--- src/rtl/spi_sd_cmd_engine.sv ---
// spi_sd_cmd_engine: SPI-mode SD command engine (48-bit frame out, R1 poll, optional 32-bit trailer, dummy clocks)
module spi_sd_cmd_engine #(
  parameter int CLK_DIV   = 4,
  parameter int NCR_MAX   = 16,
  parameter int INIT_CLKS = 80
) (
  input  logic        spi_clk_i,
  input  logic        spi_rst_i,
  input  logic        spi_valid_i,
  output logic        spi_ready_o,
  input  logic [47:0] spi_cmd_i,
  input  logic        spi_rsplen_i,
  input  logic        spi_dummy_i,
  output logic [7:0]  spi_r1_o,
  output logic [31:0] spi_data_o,
  output logic        spi_done_o,
  output logic        spi_timeout_o,
  output logic        MOSI,
  input  logic        MISO,
  output logic        SCK_SPI,
  output logic        SS
);
  typedef enum logic [2:0] {IDLE, DUMMY, SEND, POLL, RECV, GAP, DONE} state_t;
  localparam int BMAX = INIT_CLKS > 48 ? INIT_CLKS : 48;
  localparam int BW   = $clog2(BMAX);
  localparam int DW   = $clog2(CLK_DIV + 1);
  localparam int NW   = $clog2(NCR_MAX + 1);
  state_t          state_q, state_d;
  logic [DW-1:0]   div_q;
  logic [BW-1:0]   bit_q, bit_end;
  logic [NW-1:0]   byte_q;
  logic [47:0]     sh_q;
  logic [7:0]      r1_q;
  logic [31:0]     data_q;
  logic            sck_q, rsp_q, to_q;
  logic            active, tick, rise, fall, last, accept, r1_hit, ncr_end;
  assign spi_ready_o   = state_q == IDLE;
  assign spi_done_o    = state_q == DONE;
  assign spi_r1_o      = r1_q;
  assign spi_data_o    = data_q;
  assign spi_timeout_o = to_q;
  assign SCK_SPI       = sck_q;
  assign SS            = !(state_q inside {SEND, POLL, RECV, GAP});
  assign MOSI          = state_q == SEND ? sh_q[47] : 1'b1;
  assign active  = !(state_q inside {IDLE, DONE});
  assign tick    = active && div_q == DW'(CLK_DIV - 1);
  assign rise    = tick && !sck_q;
  assign fall    = tick && sck_q;
  assign bit_end = state_q == DUMMY ? BW'(INIT_CLKS - 1) : state_q == SEND ? BW'(47) :
                   state_q == RECV ? BW'(31) : BW'(7);
  assign last    = fall && bit_q == bit_end;
  assign accept  = spi_valid_i && spi_ready_o;
  assign r1_hit  = !sh_q[7];
  assign ncr_end = byte_q == NW'(NCR_MAX - 1);
  always_comb begin
    state_d = state_q;
    case (state_q)
      IDLE:    state_d = accept ? (spi_dummy_i ? DUMMY : SEND) : IDLE;
      DUMMY:   state_d = last ? DONE : DUMMY;
      SEND:    state_d = last ? POLL : SEND;
      POLL:    state_d = !last ? POLL : r1_hit ? (rsp_q ? RECV : GAP) : ncr_end ? GAP : POLL;
      RECV:    state_d = last ? GAP : RECV;
      GAP:     state_d = last ? DONE : GAP;
      DONE:    state_d = IDLE;
      default: state_d = IDLE;
    endcase
  end
  always_ff @(posedge spi_clk_i or posedge spi_rst_i) begin
    if (spi_rst_i) begin
      state_q <= IDLE;
      div_q   <= '0;
      bit_q   <= '0;
      byte_q  <= '0;
      sh_q    <= '0;
      sck_q   <= 1'b0;
      rsp_q   <= 1'b0;
      to_q    <= 1'b0;
      r1_q    <= 8'h00;
      data_q  <= '0;
    end else begin
      state_q <= state_d;
      div_q   <= (tick || !active) ? '0 : div_q + 1'b1;
      sck_q   <= active && (tick ? !sck_q : sck_q);
      if (fall) bit_q <= last ? '0 : bit_q + 1'b1;
      // Command bits leave on falling edges; response bits enter on rising edges
      if (fall && state_q == SEND) sh_q <= {sh_q[46:0], 1'b1};
      if (rise && state_q inside {POLL, RECV}) sh_q <= {sh_q[46:0], MISO};
      if (last && state_q == POLL) begin
        if (r1_hit) r1_q <= sh_q[7:0];
        else if (ncr_end) begin
          r1_q <= 8'hFF;
          to_q <= 1'b1;
        end
        byte_q <= (r1_hit || ncr_end) ? '0 : byte_q + 1'b1;
      end
      if (last && state_q == RECV) data_q <= sh_q[31:0];
      if (accept) begin
        sh_q   <= spi_cmd_i;
        rsp_q  <= spi_rsplen_i;
        to_q   <= 1'b0;
        bit_q  <= '0;
        byte_q <= '0;
      end
    end
  end
endmodule

--- config.mk ---
export PLATFORM = sky130hd
export DESIGN_NAME = spi_sd_cmd_engine
export DESIGN_NICKNAME = d
export VERILOG_FILES = /design/src/rtl/spi_sd_cmd_engine.sv
export SDC_FILE = /design/constraint.sdc
export NUM_CORES = 1
export LEC_CHECK = 0
export ABC_AREA = 1
export CAP_MARGIN = 20
export CORE_ASPECT_RATIO = 0.7
export CORE_MARGIN = 2
export CORE_UTILIZATION = 47
export DETAILED_ROUTE_END_ITERATION = 8
export GPL_TIMING_DRIVEN = 0
export PLACE_DENSITY_LB_ADDON = 0.05
export SLEW_MARGIN = 10
export SYNTH_ARGS = -nofsm -noshare
export SYNTH_HDL_FRONTEND = slang
export SYNTH_SLANG_ARGS = --single-unit
--- constraint.sdc ---
create_clock -name spi_clk_i -period 3.85 [get_ports spi_clk_i]
set_clock_uncertainty 0.2 [all_clocks]
set_input_delay 0.77 -clock spi_clk_i [delete_from_list [all_inputs] [get_ports spi_clk_i]]
set_output_delay 0.77 -clock spi_clk_i [all_outputs]
set_load 0.02 [all_outputs]
==> results.md, run 1 <==
- Status: completed
- P per Cell Area: 340 mW/mm^2
- MaxCap Viol Count: 0
- First-pass GRT wire length: 20.6 mm
- Die span in x: 128 um
- Worst Path Required: 2.88 ns
- Leakage power: 3.07 nW
- Crit path to: MOSI
- Maximum vdd drop: 0.242 mV
- Final instance area: 0.00655 sq mm
- Pin count of the biggest net entering global routing: 88
- WP depth: 4
- M2 GR Usage: 32.6%
- Area grow syn2layout: 29.7%
- WP buf/inv: 2
- Post-CTS Hold Buffers: 0
- Initial DRC Count: 307
- CTS Buf Count: 9
- Final Util: 63.0%
- Met3 usage: 4.50%
- CTS-repair resized insts: 0
- Post-synth cell types: 33
- Number of nets in the layout: 754
- Post-synth top area cell: dfrtp_1
- Crit path launch: state_q[2]$_DFF_PP0_
- Initial Util: 48.6%
- Warnings, synthesis: 0
- Clock sink total: 109
- Critical path peak fanout: 9
- RSZ-0062 raised after global routing: no
- Fin crit share: 77.3%
- Vias per cell: 5.26
- Worst slew margin: 63.1%
- Clock Latency Late Sink: 0.35 ns
- CP delay by family, top: buffers and inverters
- R2R depth: 14
- PortBufs: 99
- RR Endpoint: spi_data_o[3]$_DFFE_PP0P_
- Slowest CP cell: clkdlybuf4s50_1
- Layout cell share with drive strength beyond 1: 8.20%
- RePlAce Congestion: 0.828
- Dpl cells: 812
- H-tree depth: 3
- Fin. max-slew vios: 0
- Flops & latches, synth: 109
- Worst-path clk slew: 0.07 ns
- FP Rows: 31
- DR vias: 4348
- GRT overflow: 0
- Startpoint types: register
- Die ar.: 0.0116 sq mm
- WS Path Type: reg -> out
- Most frequent cells after synthesis: nand2_1 (167), dfrtp_1 (109), nor2_1 (52)
- Drt first pass iters: 5
- Synthesized area: 0.00505 sq mm
- CTS tree: yes
- Post-DRT Antenna Nets: 0
- Post CTS Setup Buffer Count: 0
- Max incr delay on CP: 0.54 ns
- Core Region: 0.0104 sq mm
- Peak Freq: 0.336 GHz
- Hold path start: div_q[0]$_DFF_PP0_
- I/O pins: 100
- DRT Wirelength: 12.5 mm
- Setup violators final: 0
- Async SR Flop Fraction: 100%
- Cells after synthesis: 580
- # DRC: 0
- Post-synth top flop: dfrtp_1
- Top area cells in the synthesized netlist: dfrtp_1 (54%), nand2_1 (12%), o21ai_0 (5.0%)
- DP Wirelength: 9.18 mm
- Post-Syn Nets: 643
- Worst Hold Class: reg -> reg
- Met1 Use GR: 34.3%
- Fin crit period: 2.98 ns
- Area post-placement: 0.00624 sq mm
- Share of the synthesized area in the top cell type: 54.0%
- Fin. Hold Viols: 0
- Reg-to-Reg Start: state_q[1]$_DFF_PP0_
- Number of flops mapped to enable cells by yosys: 0
- CP endpoint kind: primary output
- Root Buffer: clkbuf_16
- Initial antenna violation count: 0
- Seq/Total Area, Yosys: 54.0%
- Avg Inst Size Synth: 8.71 sq um
- CTS max path bufs: 2
- Critical Path, Cell by Cell: inv_2, nand3_2, or2_2, clkdlybuf4s50_1
- Drt wl/cell: 15.1 um
- ANT cells: 0
- Die span in y: 90.7 um
- Filler cell count: 892
- Post-Layout Cell Count: 827
- Busiest grt layer: met1
- CP Data Arrival Time: 2.01 ns
- GR Util All Layers: 22.5%
- Most common cell in the netlist: nand2_1
- Vias in the first global route: 4149
- Least-Margin Pin Slew: 0.553 ns
- Register-to-register path setup slack: 0.91 ns
-- final cells by class --
| class | instances | area [sq um] | area share [%] |
|---|---|---|---|
| plain buffers | 29 | 171 | 2.62 |
| multi-input cells | 386 | 1940 | 29.6 |
| clock inverters | 6 | 87.6 | 1.34 |
| inverters | 56 | 218 | 3.32 |
| well taps | 132 | 165 | 2.52 |
| clock buffers | 9 | 225 | 3.44 |
| flip-flops and latches | 109 | 2730 | 41.6 |
| repair buffers | 100 | 1020 | 15.5 |
-- power by group --
group / total (mW) / switching (mW) / internal (mW)
Combinational: 0.0917 / 0.0393 / 0.0524
Clock: 0.984 / 0.416 / 0.568
Sequential: 1.15 / 0.00200 / 1.15
-- placed cells by master (no fill, tap or decap), types with 2 or more instances in the layout --
cell               n
nand2_1          167
dfrtp_1          109
clkdlybuf4s50_1   99
nor2_1            52
inv_1             50
o21ai_0           50
o211ai_1          24
a31oi_1           23
nand3_1           18
buf_2             13
o21ai_1           11
ha_1               9
clkbuf_16          9
clkbuf_1           7
xor2_1             6
inv_2              4
buf_4              4
o22ai_1            4
buf_6              4
nand3_2            3
o21ai_2            3
a21oi_1            3
nand4_1            2
nand2_2            2
inv_6              2
bufinv_16          2
clkinv_2           2
-- layer usage --
layer,vias to the layer above,wire [um]
li1,2118,-
met1,2079,6210
met2,135,5380
met3,16,706
met4,0,179
met5,-,0
-- sequential cells by signal, indices dropped and copies added (netlist names) --
register / flops
SCK_SPI: 1
bit_q: 7
byte_q: 5
div_q: 3
rsp_q: 1
sh_q: 48
spi_data_o: 32
spi_r1_o: 8
spi_timeout_o: 1
state_q: 3
-- through the flow --
| step | power (mW) | worst slack (ns) | setup TNS (ns) | hold slack [ns] |
|---|---|---|---|---|
| final | 2.23 | 0.872 | 0 | 0.229 |
| after detailed placement | 1.27 | 0.895 | 0 | 0.225 |
| after floorplan | 1.19 | 0.00605 | 0 | 0.210 |
| after global routing | 2.30 | 0.602 | 0 | 0.250 |
| after CTS | 2.25 | 0.857 | 0 | 0.235 |
| after global placement | 1.26 | -1.61 | -174.48 | 0.219 |
-- cells by family after synthesis --
| kind of cell | synth area share (%) |
|---|---|
| simple gates | 21.0 |
| buf+inv | 7.60 |
| flops | 54.0 |
| compound gates | 14.1 |
| fa+ha+maj | 2.23 |
| xor+xnor | 1.04 |
-- worst min-delay path by stage --
stage / endpoint / cells past startpoint
global route: div_q[0]$_DFF_PP0_ / 1
finish: div_q[0]$_DFF_PP0_ / 1
floorplan: div_q[0]$_DFF_PP0_ / 1
CTS: div_q[0]$_DFF_PP0_ / 1
detailed placement: div_q[0]$_DFF_PP0_ / 1
global placement: div_q[0]$_DFF_PP0_ / 1
(Power assumes the default switching activity.)
==> inputs of run 2 (changes only) <==
CORE_UTILIZATION = 52   (was 47)
clock period = 3.1 ns   (was 3.85 ns; I/O delays follow)
==> results.md, run 2 (synthesis gave the netlist of run 1 again) <==
- Status: completed
- Busiest grt layer: met2
- GR Util All Layers: 24.3%
- Hold path start: div_q[0]$_DFF_PP0_
- Drt first pass iters: 5
- Pin count of the biggest net entering global routing: 33
- FP Rows: 30
- Final instance area: 0.00655 sq mm
- RePlAce Congestion: 0.844
- Reg-to-Reg Start: state_q[2]$_DFF_PP0_
- Worst Hold Class: reg -> reg
- CTS tree: yes
- MaxCap Viol Count: 0
- Slowest CP cell: dfrtp_2
- Fin Hold WS: 0.239 ns
- Met3 usage: 5.66%
- Critical path peak fanout: 10
- Fin crit period: 2.84 ns
- Dpl cells: 810
- CTS Buf Count: 9
- Number of nets in the layout: 756
- H-tree depth: 3
- Initial Util: 52.8%
- First-pass GRT wire length: 19.9 mm
- Fin. max-slew vios: 0
- Vias per cell: 5.28
- CP endpoint kind: register
- Initial DRC Count: 311
- Top reg by flops: sh_q
- Met1 Use GR: 34.9%
- RSZ-0062 raised after global routing: no
- Worst slew margin: 62.0%
- Clock Latency Late Sink: 0.35 ns
- Post-DRT Antenna Nets: 0
- Vias in the first global route: 4120
- GRT overflow: 0
- CTS max path bufs: 2
- Root Buffer: clkbuf_16
- Leakage power: 3.06 nW
- P per Cell Area: 403 mW/mm^2
- Fin. Hold Viols: 0
- Drt wl/cell: 14.6 um
- Crit path launch: state_q[2]$_DFF_PP0_
- Critical Path, Cell by Cell: inv_2, nor2_1, nor2_1, inv_1, nor2_1, ha_1, inv_1, nor2_1, nand3_2, nor2_8, nand4_4, buf_2, nand2_1, o21ai_0
- Layout cell share with drive strength beyond 1: 8.88%
- I/O pins: 100
- WP buf/inv: 4
- Most frequent cells in the layout: nand2_1 (167), dfrtp_1 (107), clkdlybuf4s50_1 (99), nor2_1 (52)
- Commonest non-fill, non-tap cell in the layout: nand2_1
- PortBufs: 99
- Fin crit share: 91.7%
- # DRC: 0
- Initial antenna violation count: 0
- Startpoint types: register
- Die span in y: 86.5 um
- CP Data Arrival Time: 2.87 ns
- Max incr delay on CP: 0.49 ns
- Peak Freq: 0.352 GHz
- Most frequent CP cell: nor2_1
- Area post-placement: 0.00627 sq mm
- Die ar.: 0.0105 sq mm
- Post-Layout Cell Count: 826
- Maximum vdd drop: 0.292 mV
- Core Region: 0.00957 sq mm
- Die span in x: 122 um
- Clock sink total: 109
- Area grow syn2layout: 29.7%
- Worst-path clk slew: 0.07 ns
- DRT Wirelength: 12.0 mm
- DP Wirelength: 8.91 mm
- Least-Margin Pin Slew: 0.569 ns
- WS Path Type: reg -> reg
- Post CTS Setup Buffer Count: 0
- Register-to-register path setup slack: 0.26 ns
- Filler cell count: 822
- M2 GR Usage: 37.1%
- Worst Path Required: 3.13 ns
- Max FFs per register: 48
- Setup TNS: 0 ns
- DR vias: 4363
- ANT cells: 0
- CP delay by family, top: simple AND/OR/NAND/NOR gates
- Setup violators final: 0
## run 2: cell count changes in the layout (fill, tap and decap cells not counted), sizes merged
| cell | previous run | this run |
|---|---|---|
| buf | 22 | 24 |
| bufinv | 2 | 0 |
| clkbuf | 17 | 18 |
| clkinvlp | 0 | 1 |
| inv | 57 | 58 |
## run 2: worst paths after layout
kind	endpoint	cells after the start
max	spi_r1_o[0]$_DFFE_PP0P_	14
min	div_q[0]$_DFF_PP0_	1
max reg2reg	spi_r1_o[0]$_DFFE_PP0P_	14
min reg2reg	div_q[0]$_DFF_PP0_	1
max in group asynchronous	spi_r1_o[2]$_DFFE_PP0P_	5
min in group asynchronous	sh_q[17]$_DFFE_PP0P_	2
## run 2: cell type report
cell class / instances / area [sq um] / share of cell area, %
multi-input cells: 386 / 1940 / 29.6
clock buffers: 10 / 229 / 3.49
repair buffers: 102 / 1050 / 16.0
inverters: 56 / 216 / 3.30
well taps: 128 / 160 / 2.44
flip-flops and latches: 109 / 2730 / 41.7
plain buffers: 29 / 173 / 2.63
clock inverters: 6 / 55.1 / 0.840
## run 2: where the power goes
part           internal [mW]  switching [mW]
logic                 0.0688          0.0475
clock network          0.561           0.534
registers               1.43         0.00245
total                   2.06           0.584
## run 2: routing by layer
layer,wire length (um),share of wire (%)
met3,659,5.5
met5,0,0
met4,244,2.0
met2,5430,45
met1,5710,47
## run 2: repair_timing
item                       CTS  global route
resized for setup            0             4
hold endpoints to repair     0             0
hold buffers                 0             0
setup endpoints to repair    0            41
## run 2: stage by stage
stage                     utilization (%)  total power [mW]  worst slack [ns]
final                                68.5              2.64             0.258
after global routing                 68.5              2.73           0.00939
after CTS                            68.4              2.67             0.161
after detailed placement             65.5              1.57             0.174
after global placement               64.8              1.56           -0.0917
after floorplan                         -              1.48             0.505
==> inputs of run 3 (changes only) <==
HOLD_SLACK_MARGIN = 0.03   (was not set)
SLEW_MARGIN = not set   (was 10)
==> results of run 3 <==
The final DEF is identical to that of run 2; final timing and power are the same.
